===== src/rtl/tc_io_pad_ctrl.sv =====
`default_nettype none
// ============================================================================
// Module   : tc_io_pad_ctrl
// Purpose  : Configuration sequencer for a bank of digital IO pad cells.
//            Holds per-pad direction, drive strength and pulls. Any change
//            is applied break-before-make: the pad is first floated, held
//            for a settle window, then loaded with its new configuration.
//            Also drives the shared retention-enable (rte) signal.
// Revision : 1.0 - initial release
// ============================================================================
module tc_io_pad_ctrl #(
  parameter  int NumPads       = 8,
  parameter  int SettleCycles  = 4,
  parameter  int RteHoldCycles = 16,
  localparam int PadIdxW       = (NumPads > 1) ? $clog2(NumPads) : 1
) (
  input  logic                 clk_i,
  input  logic                 rst_ni,
  input  logic                 cfg_req_i,
  output logic                 cfg_gnt_o,
  input  logic [PadIdxW-1:0]   cfg_pad_i,
  input  logic                 cfg_oe_n_i,
  input  logic [3:0]           cfg_drv_i,
  input  logic                 cfg_pu_i,
  input  logic                 cfg_pd_i,
  output logic                 busy_o,
  output logic                 err_o,
  output logic                 rte_o,
  output logic [NumPads-1:0]   pad_oe_n_o,
  output logic [4*NumPads-1:0] pad_drv_o,
  output logic [NumPads-1:0]   pad_pu_o,
  output logic [NumPads-1:0]   pad_pd_o
);

  // One counter serves both the rte hold in INIT and the settle hold in FLOAT.
  localparam int c_cnt_max = ((RteHoldCycles - 1) > SettleCycles) ? (RteHoldCycles - 1)
                                                                   : SettleCycles;
  localparam int c_cnt_w   = (c_cnt_max > 0) ? $clog2(c_cnt_max + 1) : 1;
  localparam logic [c_cnt_w-1:0] c_rte_load    = c_cnt_w'(RteHoldCycles - 1);
  localparam logic [c_cnt_w-1:0] c_settle_load = c_cnt_w'(SettleCycles);

  typedef enum logic [1:0] {
    INIT  = 2'd0,
    IDLE  = 2'd1,
    FLOAT = 2'd2
  } state_t;

  state_t               r_state;
  state_t               w_state_nxt;
  logic [c_cnt_w-1:0]   r_cnt;
  logic [c_cnt_w-1:0]   w_cnt_nxt;
  logic                 r_rte;
  logic                 r_busy;
  logic                 r_err;

  logic                 w_req_valid;
  logic                 w_do_float;
  logic                 w_do_err;
  logic                 w_do_load;

  logic [PadIdxW-1:0]   r_cap_pad;
  logic                 r_cap_oe_n;
  logic [3:0]           r_cap_drv;
  logic                 r_cap_pu;
  logic                 r_cap_pd;

  logic [NumPads-1:0]   r_oe_n;
  logic [4*NumPads-1:0] r_drv;
  logic [NumPads-1:0]   r_pu;
  logic [NumPads-1:0]   r_pd;

  // A request is rejected for conflicting pulls or an out-of-range pad index.
  assign w_req_valid = ~(cfg_pu_i & cfg_pd_i) & (32'(cfg_pad_i) < 32'(NumPads));
  assign cfg_gnt_o   = (r_state == IDLE) & cfg_req_i;

  // Next-state, counter and per-edge action decode.
  always_comb begin
    w_state_nxt = r_state;
    w_cnt_nxt   = r_cnt;
    w_do_float  = 1'b0;
    w_do_err    = 1'b0;
    w_do_load   = 1'b0;
    case (r_state)
      INIT: begin
        if (r_cnt == '0) w_state_nxt = IDLE;
        else             w_cnt_nxt   = r_cnt - 1'b1;
      end
      IDLE: begin
        if (cfg_req_i) begin
          if (w_req_valid) begin
            w_do_float  = 1'b1;
            w_state_nxt = FLOAT;
            w_cnt_nxt   = c_settle_load;
          end else begin
            w_do_err    = 1'b1;
          end
        end
      end
      FLOAT: begin
        if (r_cnt == '0) begin
          w_do_load   = 1'b1;
          w_state_nxt = IDLE;
        end else begin
          w_cnt_nxt   = r_cnt - 1'b1;
        end
      end
      default: begin
        w_state_nxt = INIT;
        w_cnt_nxt   = c_rte_load;
      end
    endcase
  end

  // State register and registered status outputs.
  always_ff @(posedge clk_i or negedge rst_ni) begin
    if (!rst_ni) begin
      r_state <= INIT;
      r_cnt   <= c_rte_load;
      r_rte   <= 1'b1;
      r_busy  <= 1'b1;
      r_err   <= 1'b0;
    end else begin
      r_state <= w_state_nxt;
      r_cnt   <= w_cnt_nxt;
      r_rte   <= (w_state_nxt == INIT);
      r_busy  <= (w_state_nxt != IDLE);
      r_err   <= w_do_err;
    end
  end

  // Capture the granted request; only meaningful while the sequence runs.
  always_ff @(posedge clk_i) begin
    if (w_do_float) begin
      r_cap_pad  <= cfg_pad_i;
      r_cap_oe_n <= cfg_oe_n_i;
      r_cap_drv  <= cfg_drv_i;
      r_cap_pu   <= cfg_pu_i;
      r_cap_pd   <= cfg_pd_i;
    end
  end

  // Per-pad settings: float the target on grant, load it on FLOAT exit.
  always_ff @(posedge clk_i or negedge rst_ni) begin
    if (!rst_ni) begin
      r_oe_n <= '1;
      r_drv  <= '0;
      r_pu   <= '0;
      r_pd   <= '0;
    end else begin
      for (int k = 0; k < NumPads; k++) begin
        if (w_do_float && (cfg_pad_i == PadIdxW'(k))) begin
          r_oe_n[k] <= 1'b1;
          r_pu[k]   <= 1'b0;
          r_pd[k]   <= 1'b0;
        end else if (w_do_load && (r_cap_pad == PadIdxW'(k))) begin
          r_oe_n[k]         <= r_cap_oe_n;
          r_drv[4*k +: 4]   <= r_cap_drv;
          r_pu[k]           <= r_cap_pu;
          r_pd[k]           <= r_cap_pd;
        end
      end
    end
  end

  assign busy_o     = r_busy;
  assign err_o      = r_err;
  assign rte_o      = r_rte;
  assign pad_oe_n_o = r_oe_n;
  assign pad_drv_o  = r_drv;
  assign pad_pu_o   = r_pu;
  assign pad_pd_o   = r_pd;

endmodule
`default_nettype wire

===== config.mk =====
export PLATFORM = sky130hd
export DESIGN_NAME = tc_io_pad_ctrl
export DESIGN_NICKNAME = d
export VERILOG_FILES = /design/src/rtl/tc_io_pad_ctrl.sv
export SDC_FILE = /design/constraint.sdc
export NUM_CORES = 1
export LEC_CHECK = 0
export CORE_ASPECT_RATIO = 0.6
export CORE_UTILIZATION = 40
export DETAILED_ROUTE_END_ITERATION = 16
export GPL_TIMING_DRIVEN = 1
export HOLD_SLACK_MARGIN = 0.12
export PLACE_DENSITY = 0.66
export SETUP_SLACK_MARGIN = 0.4
export SYNTH_ARGS = -nofsm -noshare
export SYNTH_HDL_FRONTEND = slang
export SYNTH_SLANG_ARGS = --single-unit

===== constraint.sdc =====
create_clock -name clk_i -period 2.39 [get_ports clk_i]
set_clock_uncertainty 0.05 [all_clocks]
set_input_delay 0.239 -clock clk_i [delete_from_list [all_inputs] [get_ports clk_i]]
set_output_delay 0.239 -clock clk_i [all_outputs]
set_load 0.01 [all_outputs]

==> results by group <==
Worst setup path
  • Crit path max-delay family: buffers and inverters
  • Bufs and invs on worst path: 1
  • Worst Reg-to-Reg Cells: 6
  • CP required: 2.10 ns
  • CP max-delay cell: clkdlybuf4s50_1
  • Critical path launch point type: flip-flop
  • Worst Setup Path Type: reg -> out
  • Worst-path fanout max: 7
  • CP Capture Type: output pin
  • CP Data Arrival Time: 1.67 ns
  • CP Cell Sequence: nor2b_4 -> and2_1 -> clkdlybuf4s50_1
  • Largest stage delay, worst path: 0.54 ns
  • Crit path depth: 3

Yosys
  • Most frequent cell after synthesis: dfrtp_1
  • Async set-reset flop share out of synthesis: 86.7%
  • EDFF count, synth: 10
  • Synth Instances: 223
  • Post-synth top area share: 39.6%
  • Synth cell count leaders: dfrtp_1, mux2_2, o31a_1
  • Synthesized flop and latch total: 75
  • Yosys Warn Count: 0
  • Syn Nets: 237
  • Mapped Avg Cell Area: 14.5 um^2
  • Sequential-to-total area share from yosys stat: 60.3%
  • Yosys top cell by area: dfrtp_1
  • Synth area leaders: dfrtp_1, mux2_2, dfstp_2
  • Syn Std Cell Area: 3230 um^2
  • Ys flop type: dfrtp_1
  • Distinct cells, synth: 40

GRT
  • Global-route wire length before repair: 13.4 mm
  • Largest net degree at the start of global routing: 50
  • Total GRT Usage: 21.8%
  • Global route overflow: 0
  • Initial antenna violation count: 0
  • Number of global-route vias before repair: 2386

STA
  • Final Hold Vio Count: 0
  • Setup TNS: 0 ns
  • Hold slack final: 0.323 ns
  • Final min period: 1.95 ns
  • FMAX: 512 MHz
  • Crit share post-route: 81.8%
  • RSZ-0062 raised after global routing: yes
  • Setup WS post-layout: 0.436 ns
  • Rel. slew slack: 67.3%
  • Final Max Slew Viols: 0
  • Worst-margin pin slew: 0.483 ns
  • # setup viols final: 0

Placed design
  • Placed cell areas: 4140 um^2
  • Gpl congestion: 0.788
  • HPWL after DPL: 5.57 mm
  • Cells after DPL: 401
  • IO Port Bufs: 72
  • Placement Setup Slack: 0.205 ns

Routing
  • Final WL: 8.34 mm
  • Routed Antenna Nets: 0
  • First DRT Iteration DRCs: 150
  • Avg WL per Cell: 19.4 um
  • Vias post-DR: 2322
  • DRT Pass-1 Iters: 4
  • DR DRC count: 0
  • Routed vias/inst: 5.40

Layout
  • Design Area, Final: 4550 um^2
  • Finished Layout Cells: 430
  • Layout cell share with drive strength beyond 1: 34.4%
  • Area growth, synth to finish: 41.1%
  • Nets: 335
  • Antenna diodes: 0
  • Fin util: 60.4%

Clock network
  • CTS tree: yes
  • Clock Path Buffers: 2
  • Max H-tree Level: 3
  • Root buffer cell: clkbuf_16
  • Clock transition at path regs: 0.05 ns
  • Clk_lat worst skew: 0.33 ns
  • Num CTS Buffers: 9
  • # clock sinks: 75

Run
  • Max Cap Viol: 0

Run status
  • Outcome: complete, no violations

Floorplanning
  • Initial core utilization: 42.8%
  • Ports: 73
  • Chip Width: 118 um
  • Row cnt: 24
  • Die Y: 71.6 um
  • Core Footprint: 7540 um^2
  • Die area: 8440 um^2

Power and ir drop
  • VDD IR max: 476 uV
  • PnR Total Power: 4.80 mW
  • Lkg Pwr: 2.01 nW
  • Pwr Density: 1050 nW/um^2

Min path
  • Worst hold path type: in -> async
[final cells by class]
| cell class | count | area (um^2) |
|---|---|---|
| Clock buffer | 13 | 240 |
| Multi-Input combinational cell | 131 | 1250 |
| Inverter | 7 | 26.3 |
| Clock inverter | 3 | 40.0 |
| Fill cell | 597 | 2980 |
| Tap cell | 104 | 130 |
| Sequential cell | 75 | 1950 |
| Timing Repair Buffer | 97 | 922 |
[report_power, final]
group	internal, mW	switching [mW]
registers	1.70	0.274
clock network	0.806	0.487
logic	0.921	0.609
[routing by layer]
layer | vias to the layer above | wire (um) | track usage, %
li1 | 1049 | - | -
met1 | 1174 | 4350 | 32.6
met2 | 92 | 3350 | 29.3
met3 | 7 | 591 | 7.32
met4 | 0 | 44 | 7.26
met5 | - | 0 | 0
[final timing paths]
check                               from  slack [ns]             to
max                           r_state[1]        0.44      cfg_gnt_o
min                               rst_ni        0.32   pad_drv_o[9]
max reg2reg                     r_cnt[1]        0.44    pad_pd_o[7]
min reg2reg                pad_drv_o[17]        0.46  pad_drv_o[17]
max in group asynchronous         rst_ni        1.31  pad_oe_n_o[4]
min in group clk_i            cfg_oe_n_i        0.41     r_cap_oe_n
[state kept, by name (all words and copies together), names as in the netlist, 2 cells and up]
register,flops
pad_drv_o,32
pad_oe_n_o,8
pad_pd_o,8
pad_pu_o,8
r_cap_drv,4
r_cap_pad,3
r_cnt,4
r_state,2
[cells in the final DEF, fill, tap and decap left out, types with 2 or more instances in the layout]
| master | Yosys | layout |
|---|---|---|
| clkdlybuf4s50_1 | 0 | 71 |
| dfrtp_1 | 51 | 49 |
| mux2_2 | 48 | 48 |
| buf_4 | 0 | 22 |
| o31a_1 | 16 | 16 |
| dfstp_2 | 14 | 14 |
| edfxtp_1 | 10 | 10 |
| a31oi_1 | 9 | 9 |
| clkbuf_16 | 0 | 9 |
| mux2i_1 | 8 | 8 |
| inv_1 | 7 | 6 |
| nand3_1 | 6 | 6 |
| nand2_1 | 5 | 4 |
| nor4bb_1 | 4 | 4 |
| clkbuf_1 | 8 | 4 |
| nor2_1 | 3 | 3 |
| nor4b_2 | 2 | 2 |
| xnor2_1 | 2 | 2 |
| nand4b_1 | 2 | 2 |
| nor3_4 | 2 | 2 |
| nand4bb_1 | 2 | 2 |
| o211ai_1 | 2 | 2 |
| clkinv_2 | 0 | 2 |
| dfrtp_2 | 0 | 2 |
[what timing repair did]
item                                    in CTS  in global routing
gates resized for setup                      4                  7
hold buffers                                 1                  0
pin swaps                                    2                  2
endpoints found under the setup margin      16                 50
hold endpoints to repair                    16                  0
buffers inserted                             8                  4
gates cloned                                 0                  0
[cells by family after synthesis]
logic type | share of synthesized area (%)
xor gates and xnor gates | 0.543
muxes | 19.6
adders and majority gates | 0.388
and+or+nand+nor | 8.96
buffers and inverters | 2.06
DFF | 60.3
AOI/OAI and AO/OA | 8.22
Note: power is estimated with default switching activity, not from simulation.
